<file path="src/rtl/bit_block_generator_pkg.sv">
// bit_block_generator_pkg: shared FSM encoding, widths and clamp limits
// for the block pattern generator, plus the length clamp helpers.
package bit_block_generator_pkg;

   localparam int DATA_W = 32;
   localparam int L_MIN  = 2;
   localparam int G_MIN  = 1;
   localparam int G_MAX  = 4;

   typedef enum logic [1:0] {
      IDLE  = 2'd0,
      CHECK = 2'd1,
      BUILD = 2'd2,
      EMIT  = 2'd3
   } state_t;

   typedef enum logic {
      PH_ONE = 1'b0,
      PH_GAP = 1'b1
   } phase_t;

   // Blocks shorter than two would merge with or vanish
   // from the downstream count, so they are widened.
   function automatic logic [2:0] clamp_len(input logic [2:0] len);
      return (len < 3'(L_MIN)) ? 3'(L_MIN) : len;
   endfunction

   function automatic logic [2:0] clamp_gap(input logic [2:0] gap);
      if (gap < 3'(G_MIN))
         return 3'(G_MIN);
      if (gap > 3'(G_MAX))
         return 3'(G_MAX);
      return gap;
   endfunction

endpackage

</file>
<file path="src/rtl/bit_block_generator.sv">
// bit_block_generator: builds a 32-bit word with block_num runs of ones,
// one bit per cycle LSB first, and emits it with a one-cycle data_enb.
// Ports: clk, rst_n (async low); req, block_num[3:0], block_len[2:0],
// gap_len[2:0] in; data[31:0], data_enb, exp_cnt[3:0], err, busy out.
import bit_block_generator_pkg::*;

module bit_block_generator #(
   parameter int FF_DLY = 1
) (
   input  logic              clk,
   input  logic              rst_n,
   input  logic              req,
   input  logic [3:0]        block_num,
   input  logic [2:0]        block_len,
   input  logic [2:0]        gap_len,
   output logic [DATA_W-1:0] data,
   output logic              data_enb,
   output logic [3:0]        exp_cnt,
   output logic              err,
   output logic              busy
);

   // FF_DLY is a simulation-only register delay; registers here
   // update with zero delay, so the parameter has no effect.
   if (FF_DLY < 0) begin : g_ff_dly_neg
   end

   state_t            state;
   phase_t            phase;
   logic [3:0]        n_q;
   logic [2:0]        l_q;
   logic [2:0]        g_q;
   logic              err_q;
   logic [5:0]        pos;
   logic [2:0]        run;
   logic [3:0]        done;
   logic [DATA_W-1:0] build;
   logic [7:0]        need;

   // Max need is 15*7 + 14*4 = 161, so 8 bits never overflow.
   always_comb begin
      need = '0;
      if (n_q != 4'd0)
         need = 8'(n_q) * 8'(l_q)
              + (8'(n_q) - 8'd1) * 8'(g_q);
   end

   assign busy = (state != IDLE);

   always_ff @(posedge clk or negedge rst_n) begin
      if (!rst_n) begin
         state    <= IDLE;
         phase    <= PH_ONE;
         n_q      <= '0;
         l_q      <= '0;
         g_q      <= '0;
         err_q    <= 1'b0;
         pos      <= '0;
         run      <= '0;
         done     <= '0;
         build    <= '0;
         data     <= '0;
         data_enb <= 1'b0;
         exp_cnt  <= '0;
         err      <= 1'b0;
      end else begin
         data_enb <= 1'b0;
         unique case (state)
            IDLE: begin
               if (req) begin
                  n_q   <= block_num;
                  l_q   <= clamp_len(block_len);
                  g_q   <= clamp_gap(gap_len);
                  build <= '0;
                  err_q <= 1'b0;
                  state <= CHECK;
               end
            end
            CHECK: begin
               pos   <= '0;
               phase <= PH_ONE;
               run   <= '0;
               done  <= '0;
               if (n_q == 4'd0) begin
                  err_q <= 1'b0;
                  state <= EMIT;
               end else if (need > 8'd32) begin
                  err_q <= 1'b1;
                  state <= EMIT;
               end else begin
                  state <= BUILD;
               end
            end
            BUILD: begin
               build[pos[4:0]] <= (phase == PH_ONE);
               pos             <= pos + 6'd1;
               if (phase == PH_ONE) begin
                  if (run == l_q - 3'd1) begin
                     run  <= '0;
                     done <= done + 4'd1;
                     // The last block ends the word: no trailing gap.
                     if (done + 4'd1 == n_q)
                        state <= EMIT;
                     else
                        phase <= PH_GAP;
                  end else begin
                     run <= run + 3'd1;
                  end
               end else begin
                  if (run == g_q - 3'd1) begin
                     run   <= '0;
                     phase <= PH_ONE;
                  end else begin
                     run <= run + 3'd1;
                  end
               end
            end
            EMIT: begin
               data_enb <= 1'b1;
               data     <= err_q ? '0 : build;
               exp_cnt  <= err_q ? 4'd0 : n_q;
               err      <= err_q;
               state    <= IDLE;
            end
            default: state <= IDLE;
         endcase
      end
   end

endmodule

</file>
<file path="config.mk">
export PLATFORM = sky130hd
export DESIGN_NAME = bit_block_generator
export DESIGN_NICKNAME = d
export VERILOG_FILES = /design/src/rtl/bit_block_generator_pkg.sv /design/src/rtl/bit_block_generator.sv
export SDC_FILE = /design/constraint.sdc
export NUM_CORES = 1
export LEC_CHECK = 0
export CAP_MARGIN = 20
export CORE_UTILIZATION = 58
export DETAILED_ROUTE_END_ITERATION = 10
export GPL_TIMING_DRIVEN = 0
export MAX_ROUTING_LAYER = met4
export PLACE_DENSITY = 0.8
export SYNTH_ARGS = -nofsm -noshare
export SYNTH_HDL_FRONTEND = slang
export SYNTH_SLANG_ARGS = --single-unit
</file>
<file path="constraint.sdc">
create_clock -name clk -period 6.15 [get_ports clk]
set_input_delay 1.23 -clock clk [delete_from_list [all_inputs] [get_ports clk]]
set_output_delay 1.23 -clock clk [all_outputs]
set_load 0.05 [all_outputs]
</file>
==> impl_metrics.env, run 1 <==
export IMPL_worst_pin_slew_ps=767
export IMPL_grt_pass1_wl_mm=20.7
export IMPL_finalCritPeriodShare_pct=83.4
export IMPL_h_tree_depth=3
export IMPL_synth_cells=588
export IMPL_cts_resized_gates=0
export IMPL_r2r_end="state[0]"
export IMPL_ys_seq_area_share_pct=42.5
export IMPL_async_flop_share_pct=100
export IMPL_crit_path_start="n_q[0]"
export IMPL_netlist_area_um2=5660
export IMPL_netlist_top_cells_area="dfrtp_1, o21ai_0, ha_1, fa_1, nand3b_1"
export IMPL_grt_pass1_vias=4445
export IMPL_crit_path_end_kind="register"
export IMPL_r2r_setup_slack_ps=1020
export IMPL_firstDrtPassIters=6
export IMPL_area_growth_pct=16.0
export IMPL_ys_warn_count=0
export IMPL_hp_start="build[20]"
export IMPL_rows=35
export IMPL_port_buffers=51
export IMPL_setup_tns_ps=0
export IMPL_synth_enable_flop_cells=0
export IMPL_crit_fanout=9
export IMPL_fmax_ghz=0.195
export IMPL_grt_usage_pct=27.2
export IMPL_cts_tree="done"
export IMPL_finalClockSkew_ps=16.4
export IMPL_wl_per_cell_um=15.7
export IMPL_maxSlewHeadroom_pct=48.4
export IMPL_setup_ws_ps=1020
export IMPL_status="finished, final reports clean"
export IMPL_synth_top_area_share_pct=42.5
export IMPL_p_total_mw=3.73
export IMPL_fin_nets=712
export IMPL_p_leak_nw=2.83
export IMPL_core_area_um2=9330
export IMPL_hold_violations=0
export IMPL_fin_util_pct=70.3
export IMPL_ys_types=49
export IMPL_setup_violations=0
export IMPL_grt_max_degree=61
export IMPL_viasPerCell=5.65
export IMPL_maxSlewViolCount=0
export IMPL_final_antenna_net_count=0
export IMPL_cap_violations=0
export IMPL_hpwl_mm=9.09
export IMPL_synth_flop_cell="dfrtp_1"
export IMPL_grt_antenna_before_repair=0
export IMPL_cts_made_buffers=9
export IMPL_start_util_pct=60.6
export IMPL_synth_nets=649
export IMPL_irDropWorstVdd_v=0.000488
export IMPL_clkTransAtPathRegs_ps=110
export IMPL_yosysTopAreaCell="dfrtp_1"
export IMPL_die_x_um=101
export IMPL_worstRegToRegCells=18
export IMPL_via_count=4437
export IMPL_period_minus_slack_ps=5130
export IMPL_dieHeight_um=101
export IMPL_drt_iter0_drc=288
export IMPL_gp_congestion=0.890
export IMPL_diodes=0
export IMPL_pre_cts_slack_ps=1040
export IMPL_synth_area_per_cell_um2=9.62
export IMPL_wirelength_mm=12.3
export IMPL_critPathKind="reg -> reg"
export IMPL_grt_ovfl_total=0
export IMPL_post_cts_buffers=0
export IMPL_cts_hold_fix_buffers=0
export IMPL_root_buffer="clkbuf_8"
export IMPL_clockBufferDepth=2
export IMPL_min_path_type="reg -> reg"
export IMPL_clk_latency_ps=370
export IMPL_drc=0
export IMPL_cts_sinks=96
export IMPL_ys_seq_elements=96
export IMPL_endpoint="state[0]"
export IMPL_cp_start_kind="register"
export IMPL_power_density_nw_per_um2=569
export IMPL_cp_arrival_ps=5380
export IMPL_die_area_um2=10200
export IMPL_io_pins=52
export IMPL_r2r_start="n_q[0]"
export IMPL_drive_gt1_share_pct=5.79
export IMPL_rsz0062_at_grt="false"
export IMPL_min_path_cells=2
export IMPL_worst_ep_required_time_ps=6400
-- layout by cell type, fill, tap and decap left out, types with 4 or more instances in the layout --
| master | n |
|---|---|
| nor2b_1 | 5 |
| o21ai_0 | 116 |
| xor2_1 | 10 |
| inv_1 | 66 |
| nand2_1 | 25 |
| xnor2_1 | 12 |
| a21oi_1 | 7 |
| nand3b_1 | 36 |
| mux2_2 | 7 |
| fa_1 | 14 |
| nor2_1 | 17 |
| ha_1 | 34 |
| clkbuf_1 | 23 |
| nand3_1 | 18 |
| clkbuf_8 | 9 |
| dfrtp_1 | 96 |
| a21boi_0 | 33 |
| clkdlybuf4s50_1 | 50 |
| nand2b_1 | 4 |
| and2_1 | 11 |
| nor3_1 | 9 |
-- registers in the layout, indices dropped and copies added (netlist names) --
signal,count
exp_cnt,4
pos,5
g_q,3
done,4
state,2
err_q,1
l_q,3
run,3
phase,1
n_q,4
build,32
data_enb,1
err,1
data,32
-- Yosys cell counts (3+ instances only) --
master,number
buf_1,3
a21oi_1,7
xor2_1,10
ha_1,34
nor2b_1,5
nand2_1,25
nand2b_1,4
o21ai_1,3
clkbuf_1,23
a21boi_0,33
o21ai_0,116
xnor2_1,12
dfrtp_1,96
nor2_1,17
nor3_1,9
nand3_1,18
mux2_2,7
inv_1,66
fa_1,14
mux2i_1,3
and2_1,11
nand3b_1,36
-- cell families after synthesis --
family | synth area share [%]
flops | 42.5
xor+xnor | 3.80
simple gates | 13.7
fa+ha+maj | 12.5
buf+inv | 6.81
compound gates | 18.3
other cells | 0.0663
mux | 2.32
-- power by group --
group	total [mW]	switching (mW)	leakage, nW	internal (mW)
combinational	2.47	1.46	1.42	1.01
clock	0.443	0.246	0.108	0.197
sequential	0.817	0.0919	1.30	0.725
total	3.73	1.80	2.83	1.93
-- cell type report --
cell class / instances / area, um^2
buffer: 30 / 130
clock buffer: 9 / 124
clock inverter: 7 / 83.8
fill: 712 / 2770
inverter: 68 / 255
multi-input combinational: 394 / 2870
sequential: 96 / 2400
tap: 129 / 161
timing repair buffer: 52 / 536
-- stage by stage --
| step | instance area, um^2 | cells | hold slack [ps] |
|---|---|---|---|
| floorplan | 5660 | 588 | 471 |
| global placement | 6330 | 768 | 489 |
| detailed placement | 6350 | 769 | 499 |
| CTS | 6560 | 785 | 523 |
| global route | 6560 | 785 | 547 |
| finish | 6560 | 785 | 514 |
-- critical path, stage by stage, from the launching register on --
cell,delay [ps]
dfrtp_1,360
buf_2,190
nor3_1,230
xnor2_1,210
nor2_1,100
fa_1,510
inv_1,60
fa_1,520
inv_1,50
fa_1,500
fa_1,490
ha_1,360
nor2b_4,150
o31a_1,270
o21ai_2,140
a21oi_1,70
nand4b_2,320
a2111oi_4,420
a21oi_2,50
-- worst min-delay path by stage --
stage / slack [ps] / endpoint
after floorplan: 470 / data[0]
after global placement: 490 / build[4]
after detailed placement: 500 / build[14]
after CTS: 520 / build[14]
after global routing: 550 / data[15]
final: 510 / data[20]
-- metal layers --
layer / part of all wire, % / GRT usage, % / vias up / wire (um)
li1: - / - / 2127 / -
met1: 43 / 33.8 / 2149 / 5280
met2: 51 / 45.0 / 141 / 6280
met3: 4.3 / 3.74 / 20 / 533
met4: 1.8 / 11.0 / 0 / 221
met5: 0 / - / - / 0
No activity file was read; power rests on OpenSTA's default activity.
==> run 2, diff against run 1 <==
clock period = 4.9 ns   (was 6.15 ns; I/O delays follow)
==> run 2 against run 1 <==
Net effect:
- global-route usage up 0.062 points
- final cell count up 1.4%
- first-iteration DRC count up 18%
- count of clock-buffer cells in the layout unchanged
- clock skew down 0.96 ps
- non-clock buffer count up 11
- cell area up 2.2%
- worst hold slack better by 0.99 ps
==> impl_metrics.env, run 2 (same netlist as run 1, synthesis figures left out) <==
export IMPL_r2r_end="state[0]"
export IMPL_whs_ps=515
export IMPL_setup_tns_ps=0
export IMPL_start_util_pct=60.6
export IMPL_r2r_start="n_q[2]"
export IMPL_critPathSlowestCell="fa_1"
export IMPL_cts_made_buffers=9
export IMPL_p_leak_nw=2.90
export IMPL_finalClockSkew_ps=15.4
export IMPL_finalInstanceArea_um2=6700
export IMPL_root_buffer="clkbuf_8"
export IMPL_min_path_type="reg -> reg"
export IMPL_cts_sinks=96
export IMPL_grt_ovfl_total=0
export IMPL_crit_path_end_kind="register"
export IMPL_drive_gt1_share_pct=8.55
export IMPL_crit_buf_inv=3
export IMPL_port_buffers=51
export IMPL_cp_start_kind="register"
export IMPL_power_density_nw_per_um2=759
export IMPL_instances_no_fill=796
export IMPL_finalCritPeriodShare_pct=96.4
export IMPL_period_minus_slack_ps=4720
export IMPL_grt_max_degree=61
export IMPL_internal_power_mw=2.68
export IMPL_maxSlewHeadroom_pct=52.5
export IMPL_h_tree_depth=3
export IMPL_wl_per_cell_um=15.9
export IMPL_layout_common_cells="o21ai_0, dfrtp_1, inv_1, clkdlybuf4s50_1, nand3b_1"
export IMPL_grt_pass1_wl_mm=20.8
export IMPL_p_sw_mw=2.41
export IMPL_cp_arrival_ps=4990
export IMPL_final_antenna_net_count=0
export IMPL_path_depth=18
export IMPL_hold_violations=0
export IMPL_worst_pin_slew_ps=706
export IMPL_fillers=687
export IMPL_diodes=0
export IMPL_drt_iter0_drc=339
export IMPL_path_cells="buf_6 > nor3_4 > xnor2_2 > nor2_2 > fa_1 > inv_1 > fa_1 > inv_1 > fa_1 > fa_1 > ha_4 > nor2b_4 > o31a_1 > o21ai_2 > a21oi_2 > nand4b_4 > a2111oi_4 > a21oi_2"
export IMPL_switching_share_pct=47.4
export IMPL_clkTransAtPathRegs_ps=110
export IMPL_clockBufferDepth=2
export IMPL_drc=0
export IMPL_clk_latency_ps=380
export IMPL_p_total_mw=5.09
export IMPL_reg_top3="build (32), data (32), pos (5)"
export IMPL_max_stage_delay_ps=550
export IMPL_via_count=4499
export IMPL_fin_util_pct=71.9
export IMPL_dieHeight_um=101
export IMPL_cts_tree="done"
export IMPL_layout_commonest_cell="o21ai_0"
export IMPL_pre_cts_slack_ps=-211
export IMPL_viasPerCell=5.65
export IMPL_area_growth_pct=18.5
export IMPL_seq_power_share_pct=20.2
export IMPL_worst_ep_required_time_ps=5160
export IMPL_cap_violations=0
export IMPL_worstRegToRegCells=18
export IMPL_path_delay_family="adder cells"
export IMPL_grt_antenna_before_repair=0
export IMPL_place_area_um2=6350
export IMPL_core_area_um2=9330
export IMPL_grt_pass1_vias=4456
export IMPL_hpwl_mm=9.09
export IMPL_critPathKind="reg -> reg"
export IMPL_worst_hold_path_endpoint="data[20]"
export IMPL_die_area_um2=10200
export IMPL_setup_ws_ps=176
export IMPL_placed_cells=769
export IMPL_min_path_cells=2
export IMPL_gp_congestion=0.890
export IMPL_maxSlewViolCount=0
export IMPL_hp_start="build[20]"
export IMPL_grt_usage_pct=27.2
export IMPL_rows=35
export IMPL_wirelength_mm=12.7
export IMPL_die_x_um=101
export IMPL_fmax_ghz=0.212
export IMPL_irDropWorstVdd_v=0.000677
export IMPL_status="finished, final reports clean"
export IMPL_firstDrtPassIters=5
export IMPL_clkPwrFrac_pct=11.0
export IMPL_cts_hold_fix_buffers=0
export IMPL_p_comb_share_pct=68.8
export IMPL_r2r_setup_slack_ps=180
export IMPL_io_pins=52
export IMPL_setup_violations=0
export IMPL_crit_fanout=7
export IMPL_fin_nets=723
export IMPL_worst_path_most_repeated_cell="fa_1"
[run 2: routing by layer]
metal  part of all wire [%]  GRT usage [%]  vias up
li1                       -              -     2137
met1                     42           33.9     2171
met2                     50           45.1      161
met3                    5.3           3.74       30
met4                    2.4           11.0        0
met5                      0              -        -
[run 2: how the worst max path moves through the flow]
stage                      start        to  slack, ps
final                     n_q[2]  state[0]        180
after global routing      n_q[2]  state[0]        -30
after CTS                 n_q[1]  state[0]         10
after detailed placement  n_q[0]  state[0]       -210
after global placement     rst_n   done[2]       -480
after floorplan           n_q[0]  state[0]        140
[run 2: power by group through the flow]
stage,Clock (mW),Sequential [mW],Combinational (mW)
3_5_place_dp,0,1.04,3.07
4_1_cts,0.562,1.03,3.20
3_3_place_gp,0,1.03,2.93
2_1_floorplan,0,1.11,2.28
6_report,0.559,1.03,3.50
5_1_grt,0.591,1.04,3.86
[run 2: repair_timing]
action                     4_1_cts  5_1_grt
setup endpoints to repair        2        2
hold endpoints to repair         0        0
buffers inserted                 1       10
gates resized for setup          3        9
pin swaps                        1       10
cloned                           0        0
[run 2: final cells by class]
type | count | area, um^2 | area share [%]
Buffer | 30 | 136 | 2.03
Clock buffer | 9 | 124 | 1.85
Clock inverter | 7 | 83.8 | 1.25
Inverter | 68 | 255 | 3.81
Multi-Input combinational cell | 394 | 2920 | 43.6
Sequential cell | 96 | 2400 | 35.9
Tap cell | 129 | 161 | 2.41
Timing Repair Buffer | 63 | 618 | 9.22
[run 2: worst min-delay path, cell delays in order (launching register included)]
cell      delay, ps
dfrtp_1         360
nand3b_1         70
o21ai_0          70
==> run 3, diff against run 2 <==
REMOVE_ABC_BUFFERS = 1   (was unset)
==> run 3 against run 2 <==
Net effect:
- maximum frequency increased by 0.48%
- core utilization decreased by 1.9 points
- total power decreased by 6.3%
- final cell count decreased by 4.3%
- die area unchanged
- sequential power increased by 5%
- worst hold slack got worse by 5.5 ps
==> impl_metrics.env, run 3 (same netlist as run 1, synthesis figures left out) <==
export IMPL_worst_pin_slew_ps=951
export IMPL_rsz0062_at_grt="false"
export IMPL_cap_violations=0
export IMPL_drc=0
export IMPL_grtUsageMet2_pct=44.3
export IMPL_hold_violations=0
export IMPL_wl_per_cell_um=15.7
export IMPL_die_x_um=101
export IMPL_core_area_um2=9330
export IMPL_h_tree_depth=3
export IMPL_worst_ep_required_time_ps=5160
export IMPL_start_util_pct=60.6
export IMPL_viasPerCell=5.69
export IMPL_wirelength_mm=12.0
export IMPL_r2r_start="n_q[1]"
export IMPL_root_buffer="clkbuf_8"
export IMPL_cts_sinks=96
export IMPL_fillers=736
export IMPL_grt_usage_pct=26.9
export IMPL_cp_start_kind="register"
export IMPL_irDropWorstVdd_v=0.000885
export IMPL_area_growth_pct=15.4
export IMPL_reg_top3="build (32), data (32), pos (5)"
export IMPL_min_path_type="reg -> reg"
export IMPL_status="finished, final reports clean"
export IMPL_dieHeight_um=101
export IMPL_grt_antenna_before_repair=0
export IMPL_grt_ovfl_total=0
export IMPL_diodes=0
export IMPL_grt_pass1_vias=4407
export IMPL_layout_common_cells="o21ai_0, dfrtp_1, inv_1, clkdlybuf4s50_1, nand3b_1"
export IMPL_io_pins=52
export IMPL_ff_latch_area_um2=2410
export IMPL_drive_gt1_share_pct=7.74
export IMPL_via_count=4332
export IMPL_hp_start="build[26]"
export IMPL_maxSlewViolCount=0
export IMPL_p_leak_nw=2.80
export IMPL_clockBufferDepth=2
export IMPL_clk_latency_ps=370
export IMPL_maxSlewHeadroom_pct=36.6
export IMPL_power_density_nw_per_um2=731
export IMPL_finalClockSkew_ps=16.9
export IMPL_gp_congestion=0.893
export IMPL_whs_ps=509
export IMPL_cts_tree="done"
export IMPL_rows=35
export IMPL_cts_made_buffers=9
export IMPL_fin_util_pct=70.0
export IMPL_finalCritPeriodShare_pct=95.9
export IMPL_clkTransAtPathRegs_ps=100
export IMPL_crit_fanout=6
export IMPL_use_met1_pct=33.9
export IMPL_die_area_um2=10200
export IMPL_top_usage_layer="met2"
export IMPL_drt_iter0_drc=290
export IMPL_multi_input_area_um2=2910
export IMPL_period_minus_slack_ps=4700
export IMPL_critPathKind="reg -> reg"
export IMPL_worst_hold_path_endpoint="data[26]"
export IMPL_min_path_cells=2
export IMPL_firstDrtPassIters=5
export IMPL_use_met3_pct=3.61
export IMPL_fin_nets=689
export IMPL_grt_pass1_wl_mm=20.6
export IMPL_layout_commonest_cell="o21ai_0"
export IMPL_grt_max_degree=64
export IMPL_final_antenna_net_count=0
export IMPL_crit_path_end_kind="register"
export IMPL_hpwl_mm=8.32
export IMPL_r2r_end="state[0]"
export IMPL_setup_violations=0
export IMPL_port_buffers=51
export IMPL_fmax_ghz=0.213
export IMPL_worstRegToRegCells=17
export IMPL_cp_arrival_ps=4960
export IMPL_r2r_setup_slack_ps=200
## run 3: layout make-up
type / count / share of cell area, %
Clock inverter: 6 / 0.748
Tap cell: 129 / 2.47
Inverter: 68 / 3.91
Multi-Input combinational cell: 394 / 44.6
Clock buffer: 10 / 1.96
Sequential cell: 96 / 36.9
Timing Repair Buffer: 59 / 9.43
## run 3: where the power goes
| group | switching [mW] | internal [mW] |
|---|---|---|
| combinational | 1.80 | 1.40 |
| clock | 0.294 | 0.191 |
| sequential | 0.169 | 0.912 |
## run 3: repair_timing
item / CTS / global route
gates resized for setup: 4 / 4
buffers inserted: 3 / 1
pin swaps: 1 / 2
hold buffers: 0 / 0
setup endpoints to repair: 2 / 2
cloned: 0 / 0
## run 3: stage by stage
step | setup WS [ps] | power [mW] | cells | TNS (ps) | instance area (um^2)
after CTS | 10.5 | 4.70 | 761 | 0 | 6490
after floorplan | 175 | 3.33 | 558 | 0 | 5530
after global routing | 7.56 | 5.19 | 762 | 0 | 6530
final | 199 | 4.77 | 762 | 0 | 6530
after detailed placement | -246 | 4.08 | 742 | -300 | 6280
after global placement | -516 | 3.87 | 738 | -48870 | 6200
## run 3: worst max path at each step
stage | start | end
after floorplan | n_q[0] | state[0]
after global placement | rst_n | state[0]
after detailed placement | n_q[0] | state[0]
after CTS | n_q[1] | state[0]
after global routing | n_q[1] | state[0]
final | n_q[1] | state[0]
## run 3: metal layers
layer	share of wire, %	wire length, um
met1	42	5070
met2	51	6110
met3	4.2	505
met4	2.5	295
met5	0	0
## run 3: worst max-delay path, cell delays in order (launching register included)
cell and delay (ps):
dfrtp_2 460, nor3_2 210, xnor2_1 170, nor2_1 100
fa_1 500, inv_1 50, fa_1 520, inv_1 50
fa_1 550, fa_1 450, ha_4 280, nor2b_4 130
o31a_1 270, o21ai_2 150, a21oi_1 90, nand4b_4 230
a2111oi_4 340, a21oi_2 50
